--- config.mk ---
export PLATFORM = sky130hd
export DESIGN_NAME = segmax_stream
export DESIGN_NICKNAME = d
export VERILOG_FILES = /design/src/rtl/segmax_pkg.sv /design/src/rtl/segmax_tree.sv /design/src/rtl/segmax_stream.sv
export SDC_FILE = /design/constraint.sdc
export NUM_CORES = 2
export LEC_CHECK = 0
export CAP_MARGIN = 20
export CORE_UTILIZATION = 58
export DETAILED_ROUTE_END_ITERATION = 6
export PLACE_DENSITY = 0.84
export SLEW_MARGIN = 0
export SYNTH_ARGS = -nofsm -noshare
export SYNTH_HDL_FRONTEND = slang
export SYNTH_HIERARCHICAL = 1
export SYNTH_SLANG_ARGS = --single-unit
--- constraint.sdc ---
create_clock -name clk -period 13.61 [get_ports clk]
set_input_delay 2.0415 -clock clk [delete_from_list [all_inputs] [get_ports clk]]
set_output_delay 2.0415 -clock clk [all_outputs]
set_load 0.02 [all_outputs]
--- src/rtl/segmax_pkg.sv ---
// Shared types and helpers for the streaming segmented max finder.
package segmax_pkg;

   localparam int DATA_W_DEF = 32;

   typedef enum logic [1:0] {SEG1 = 2'd0, SEG2 = 2'd1, SEG4 = 2'd2} seg_mode_e;
   typedef enum logic [1:0] {IDLE = 2'd0, ACCUM = 2'd1, DONE = 2'd2} state_e;

   // Reserved mode 3 folds to one segment; four segments need at least 8 lanes.
   function automatic int seg_count(input logic [1:0] mode, input int lanes);
      case (seg_mode_e'(mode))
         SEG2:    return 2;
         SEG4:    return (lanes >= 8) ? 4 : 2;
         default: return 1;
      endcase
   endfunction

endpackage

--- src/rtl/segmax_tree.sv ---
// Combinational signed max tree over one beat, tapped per segment.
module segmax_tree
   import segmax_pkg::*;
#(
   parameter int DATA_W = DATA_W_DEF,
   parameter int LANES  = 8
) (
   input  logic [LANES*DATA_W-1:0] data_i,
   input  logic [1:0]              seg_lg_i,
   output logic [LANES*DATA_W-1:0] seg_max_o
);

   // Heap layout: leaves at LANES..2*LANES-1, node n covers 2n and 2n+1,
   // so the S segment maxima of an S-way split sit at nodes S..2S-1.
   logic [DATA_W-1:0] node [1:2*LANES-1];

   for (genvar i = 0; i < LANES; i++) begin : g_leaf
      assign node[LANES+i] = data_i[i*DATA_W +: DATA_W];
   end

   for (genvar n = 1; n < LANES; n++) begin : g_node
      assign node[n] = ($signed(node[2*n]) > $signed(node[2*n+1])) ? node[2*n] : node[2*n+1];
   end

   for (genvar k = 0; k < LANES; k++) begin : g_tap
      localparam int  N2   = (k < 2) ? 2 + k : 1;
      localparam bit  USE4 = (k < 4) && (4 + k < 2*LANES);
      localparam int  N4   = USE4 ? 4 + k : 1;
      assign seg_max_o[k*DATA_W +: DATA_W] =
         (seg_lg_i == 2'd2) ? (USE4   ? node[N4] : '0) :
         (seg_lg_i == 2'd1) ? ((k < 2) ? node[N2] : '0) :
                              ((k == 0) ? node[1] : '0);
   end

endmodule

--- src/rtl/segmax_stream.sv ---
// Streaming per-segment running max over the beats of a row, one result per row.
module segmax_stream
   import segmax_pkg::*;
#(
   parameter int DATA_W = DATA_W_DEF,
   parameter int LANES  = 8,
   parameter int CNT_W  = 16
) (
   input  logic                    clk,
   input  logic                    rst,
   input  logic [1:0]              seg_mode,
   input  logic                    in_valid,
   output logic                    in_ready,
   input  logic [LANES*DATA_W-1:0] in_data,
   input  logic                    in_last,
   output logic                    out_valid,
   input  logic                    out_ready,
   output logic [LANES*DATA_W-1:0] out_max,
   output logic [CNT_W-1:0]        out_beats
);

   function automatic logic [1:0] lg_of(input logic [1:0] mode);
      int n;
      n = seg_count(mode, LANES);
      return (n == 4) ? 2'd2 : (n == 2) ? 2'd1 : 2'd0;
   endfunction

   state_e                         state_q, state_d;
   logic [1:0]                     mode_lg_q, cur_lg;
   logic                           s1_valid_q, s1_last_q, s1_first_q;
   logic [LANES-1:0][DATA_W-1:0]   s1_data_q, tree_max;
   logic [LANES-1:0][DATA_W-1:0]   acc_q, acc_d;
   logic [CNT_W-1:0]               cnt_q, cnt_d;
   logic                           out_valid_q, last_inflight_q;
   logic [LANES-1:0][DATA_W-1:0]   out_max_q;
   logic [CNT_W-1:0]               out_beats_q;
   logic                           accept, first;

   assign in_ready  = !out_valid_q && !last_inflight_q;
   assign accept    = in_valid && in_ready;
   assign first     = (state_q == IDLE);
   assign cur_lg    = first ? lg_of(seg_mode) : mode_lg_q;
   assign out_valid = out_valid_q;
   assign out_max   = out_max_q;
   assign out_beats = out_beats_q;

   segmax_tree #(.DATA_W(DATA_W), .LANES(LANES)) u_tree (
      .data_i    (in_data),
      .seg_lg_i  (cur_lg),
      .seg_max_o (tree_max)
   );

   always_comb begin
      for (int k = 0; k < LANES; k++) begin
         if (s1_first_q || ($signed(s1_data_q[k]) > $signed(acc_q[k]))) acc_d[k] = s1_data_q[k];
         else                                                           acc_d[k] = acc_q[k];
      end
      if (s1_first_q)  cnt_d = CNT_W'(1);
      else if (&cnt_q) cnt_d = cnt_q;
      else             cnt_d = cnt_q + 1'b1;
   end

   always_comb begin
      state_d = state_q;
      case (state_q)
         IDLE:    if (accept) state_d = ACCUM;
         ACCUM:   if (s1_valid_q && s1_last_q) state_d = DONE;
         DONE:    if (out_valid_q && out_ready) state_d = IDLE;
         default: state_d = IDLE;
      endcase
   end

   always_ff @(posedge clk) begin
      if (rst) begin
         state_q         <= IDLE;
         mode_lg_q       <= 2'd0;
         s1_valid_q      <= 1'b0;
         s1_last_q       <= 1'b0;
         s1_first_q      <= 1'b0;
         s1_data_q       <= '0;
         acc_q           <= '0;
         cnt_q           <= '0;
         out_valid_q     <= 1'b0;
         out_max_q       <= '0;
         out_beats_q     <= '0;
         last_inflight_q <= 1'b0;
      end else begin
         state_q    <= state_d;
         s1_valid_q <= accept;
         if (accept) begin
            s1_data_q  <= tree_max;
            s1_last_q  <= in_last;
            s1_first_q <= first;
            if (first) mode_lg_q <= cur_lg;
            if (in_last) last_inflight_q <= 1'b1;
         end
         if (s1_valid_q) begin
            acc_q <= acc_d;
            cnt_q <= cnt_d;
         end
         // Result loads straight from the accumulate inputs so it lands at T+2.
         if (s1_valid_q && s1_last_q) begin
            out_valid_q     <= 1'b1;
            out_max_q       <= acc_d;
            out_beats_q     <= cnt_d;
            last_inflight_q <= 1'b0;
         end else if (out_valid_q && out_ready) begin
            out_valid_q <= 1'b0;
         end
      end
   end

endmodule

==> results.txt <==
----------------------------------------------------
[Floorplan]
  Core Rows ... 107
  Area of the core region ... approximately 85000 µm²
  Die area ... around 90000 µm²
  Starting utilization of the core area ... between 50 and 60%
  Floorplan die height ... approximately 300 µm
  Total I/O pin count ... 537
  Die width ... 296 µm

[Run status]
  Status ... complete, no violations

[Worst setup path]
  Maximum net fanout on the critical path ... 19
  Critical Path End Type ... flip-flop
  Worst Path Class, Setup ... in -> reg
  Crit path required time ... 14070 ps
  Signal arrival time at the worst endpoint ... 12250 ps
  Slowest library cell on the worst path ... or4_1
  Nature of the critical path startpoint ... input port
  Most repeated library cell on the critical path ... a21oi_1
  Delay of the slowest critical-path stage ... 720 ps

[Synthesis]
  Mapped Cells ... 6527
  Synth area leader ... dfxtp_1
  Synthesized area per cell ... approximately 7.7 µm²
  Count of flip-flops with a built-in enable after synthesis ... 0
  Leading post-synthesis cells by cell area ... dfxtp_1, ha_1, a21oi_1, nand2_1, o21ai_0
  Total of warnings raised by yosys ... 6
  Count of state elements after synthesis ... about 800
  Prevailing post-synth register cell ... dfxtp_1
  Number of different library cells in the post-synthesis netlist ... 88
  Fraction of synthesis flops using an asynchronous set or reset pin ... 0%
  Sequential fraction of the synthesis area ... 32.4%
  Top-area cell type share of the netlist area ... 32.4%
  Post-synthesis cell area ... 50000 µm²

[Timing]
  Max Freq ... 0.0848 GHz
  Final setup vio count ... 0
  RSZ-0062 raised after global routing ... false
  Minimum clock period ... roughly 12000 ps
  Final number of hold-violating endpoints ... 0
  Relative slew slack ... 22.8%
  Final count of pins violating max slew ... 0
  Final period utilization ... roughly 87%
  Slew at the pin closest to its max-slew limit ... 1160 ps
  Setup Total Neg Slack ... 0 ps
  Clock Skew ... 37.8 ps

[Flow run]
  Count of max-cap constraint violations ... 0

[Clock network]
  Number of clock sinks ... approximately 810
  Maximum count of clock buffers along a single path ... 3
  Number of buffers inserted by post-CTS setup repair ... 0
  CTS Buf Count ... 86
  TritonCTS clock tree ... done
  Post-cts hold buffer count ... 0
  Resize count post-CTS ... 0
  Reg clk slew, reported paths ... 60 ps
  Clock latency on the worst-skew pair ... ~650 ps
  Depth of the CTS H-tree ... 3
  Clock root buffer master ... clkbuf_16

[Detailed routing]
  Via-per-instance ratio ... 6.36
  Drt first pass iters ... 6
  Routed metal-1 wire length ... 66.2 mm
  Via count ... 50325
  Detail-routed net length per standard cell ... between 20 and 25 µm
  Met3 WL post-DR ... 15.1 mm
  ANT nets after route ... 0
  Violation count after the first detailed-routing iteration ... around 5400
  Topmost layer with routed signal wires ... met4
  Wirelength, routed ... 163 mm
  DRC viols ... 0
  Detailed route wirelength on metal2 ... 73.7 mm

[Worst hold path]
  Hold Crit Class ... reg -> reg

[Global routing]
  Pin count of the biggest net entering global routing ... 228
  Aggregate global routing overflow ... 0
  Number of global-route vias before repair ... 46038
  Aggregate global-route resource usage ... about 36%
  Initial antenna violation count ... 0
  First-pass GRT wire length ... 253 mm

[Place]
  Quantity of I/O buffers inserted on ports ... between 500 and 600
  Placer congestion estimate ... 0.987
  Post-place instance area ... 55100 µm²
  HPWL after DPL ... 111 mm

[Cells and area]
  Fraction of layout cells with a size suffix above 1 ... 4.46%
  Leading cell type in the layout, fill and taps excluded ... dfxtp_1
  Area grow syn2layout ... 16.4%
  Most frequent cells in the layout ... dfxtp_1, nand2_1, a21oi_1
  Number of fillers in the final layout ... 6978
  Final #Nets ... 7436
  Number of antenna repair diodes ... 0
  Post-route design area ... around 58000 µm²

[Pwr]
  Leak Pwr ... 0.0220 µW
  Power per unit of standard cell area ... 151 nW/µm²
  Maximum VDD drop ... 0.164 mV

----------------------------------------------------
==> cell families (layout without fill, tap and decap cells) <==
group | after synthesis | after routing | synth area share, %
xor gates and xnor gates | 16 | 16 | 0.280
buffers and inverters | 1146 | 1259 | 9.80
other | 1 | 128 | 0.00750
AOI/OAI and AO/OA | 2154 | 2154 | 26.1
muxes | 140 | 140 | 2.86
and+or+nand+nor | 1785 | 1785 | 16.7
DFF | 809 | 809 | 32.4
adders and majority gates | 476 | 476 | 11.9
==> synthesized netlist by cell type (all sizes together), types with 7 or more instances <==
cell type / number
o22ai: 37
nand3: 290
a211o: 9
a22oi: 11
dfxtp: 809
a31oi: 204
nand2: 763
o21ai: 576
mux2i: 128
a21o: 60
a211oi: 51
a221oi: 42
a21boi: 8
nand4: 333
xnor2: 10
and2: 12
nor2b: 13
a41oi: 33
nor2: 251
a21oi: 714
mux2: 12
a22o: 32
nand2b: 8
a311oi: 34
inv: 475
clkbuf: 451
a221o: 7
and4: 9
buf: 217
o221ai: 7
and3: 19
o31ai: 228
nor3: 34
ha: 476
or4: 8
or2: 8
o21a: 38
nor4: 16
o211ai: 18
==> flip-flops by register name, summed over array words and instances (netlist names) <==
register         count
last_inflight_q      1
state_q              2
cnt_q               16
out_valid            1
acc_q              256
out_max            256
out_beats           16
s1_last_q            1
s1_first_q           1
s1_data_q          256
s1_valid_q           1
mode_lg_q            2
==> path summary, 6_finish.rpt <==
| kind | startpoint | endpoint | slack [ps] | depth (start not counted) |
|---|---|---|---|---|
| worst max-delay path | in_data[127] | s1_data_q[9] | 1820 | 41 |
| worst min register to register | out_beats[11] | out_beats[11] | 450 | 2 |
| worst max register to register | s1_valid_q | out_max[7] | 9840 | 5 |
| worst min-delay path | out_beats[11] | out_beats[11] | 450 | 2 |
==> critical path, delay by kind of cell <==
family | cells | cell delay (ps)
XOR/XNOR | 2 | 320
AND/OR/NAND/NOR | 9 | 2420
buffers and inverters | 6 | 1900
adder cells (fa/ha/maj) | 3 | 960
AO/OA/AOI/OAI | 19 | 3820
multiplexers | 2 | 760
==> metal layers <==
layer  vias to the layer above  GRT usage (%)
met5                         -              0
met4                         0           16.2
met3                       398           6.25
met2                      2488           56.6
met1                     23728           47.2
li1                      23711              -
==> final cells by class <==
class	instances	area, µm²	area share, %
Tap cell	1144	1430	2.46
Timing Repair Buffer	623	6210	10.7
Clock inverter	26	344	0.591
Clock buffer	132	2560	4.41
Sequential cell	809	16200	27.8
Inverter	478	1810	3.10
Multi-Input combinational cell	4699	29700	50.9
==> through the flow <==
stage | setup WS (ps) | power, µW | hold slack (ps) | utilization, % | cells
after floorplan | 3470 | 5160 | 444 | - | 6654
after global placement | 1580 | 6140 | 432 | 64.6 | 7742
final | 1820 | 8780 | 449 | 68.3 | 7911
after detailed placement | 1410 | 6210 | 441 | 64.6 | 7744
after global routing | 1180 | 9200 | 485 | 68.3 | 7911
after CTS | 2030 | 8610 | 454 | 68.0 | 7902
==> power breakdown <==
part	internal, µW	switching (µW)
Combinational	1200	2490
Clock	1390	1020
Sequential	2500	182
Power figures use the tool's default switching activity.
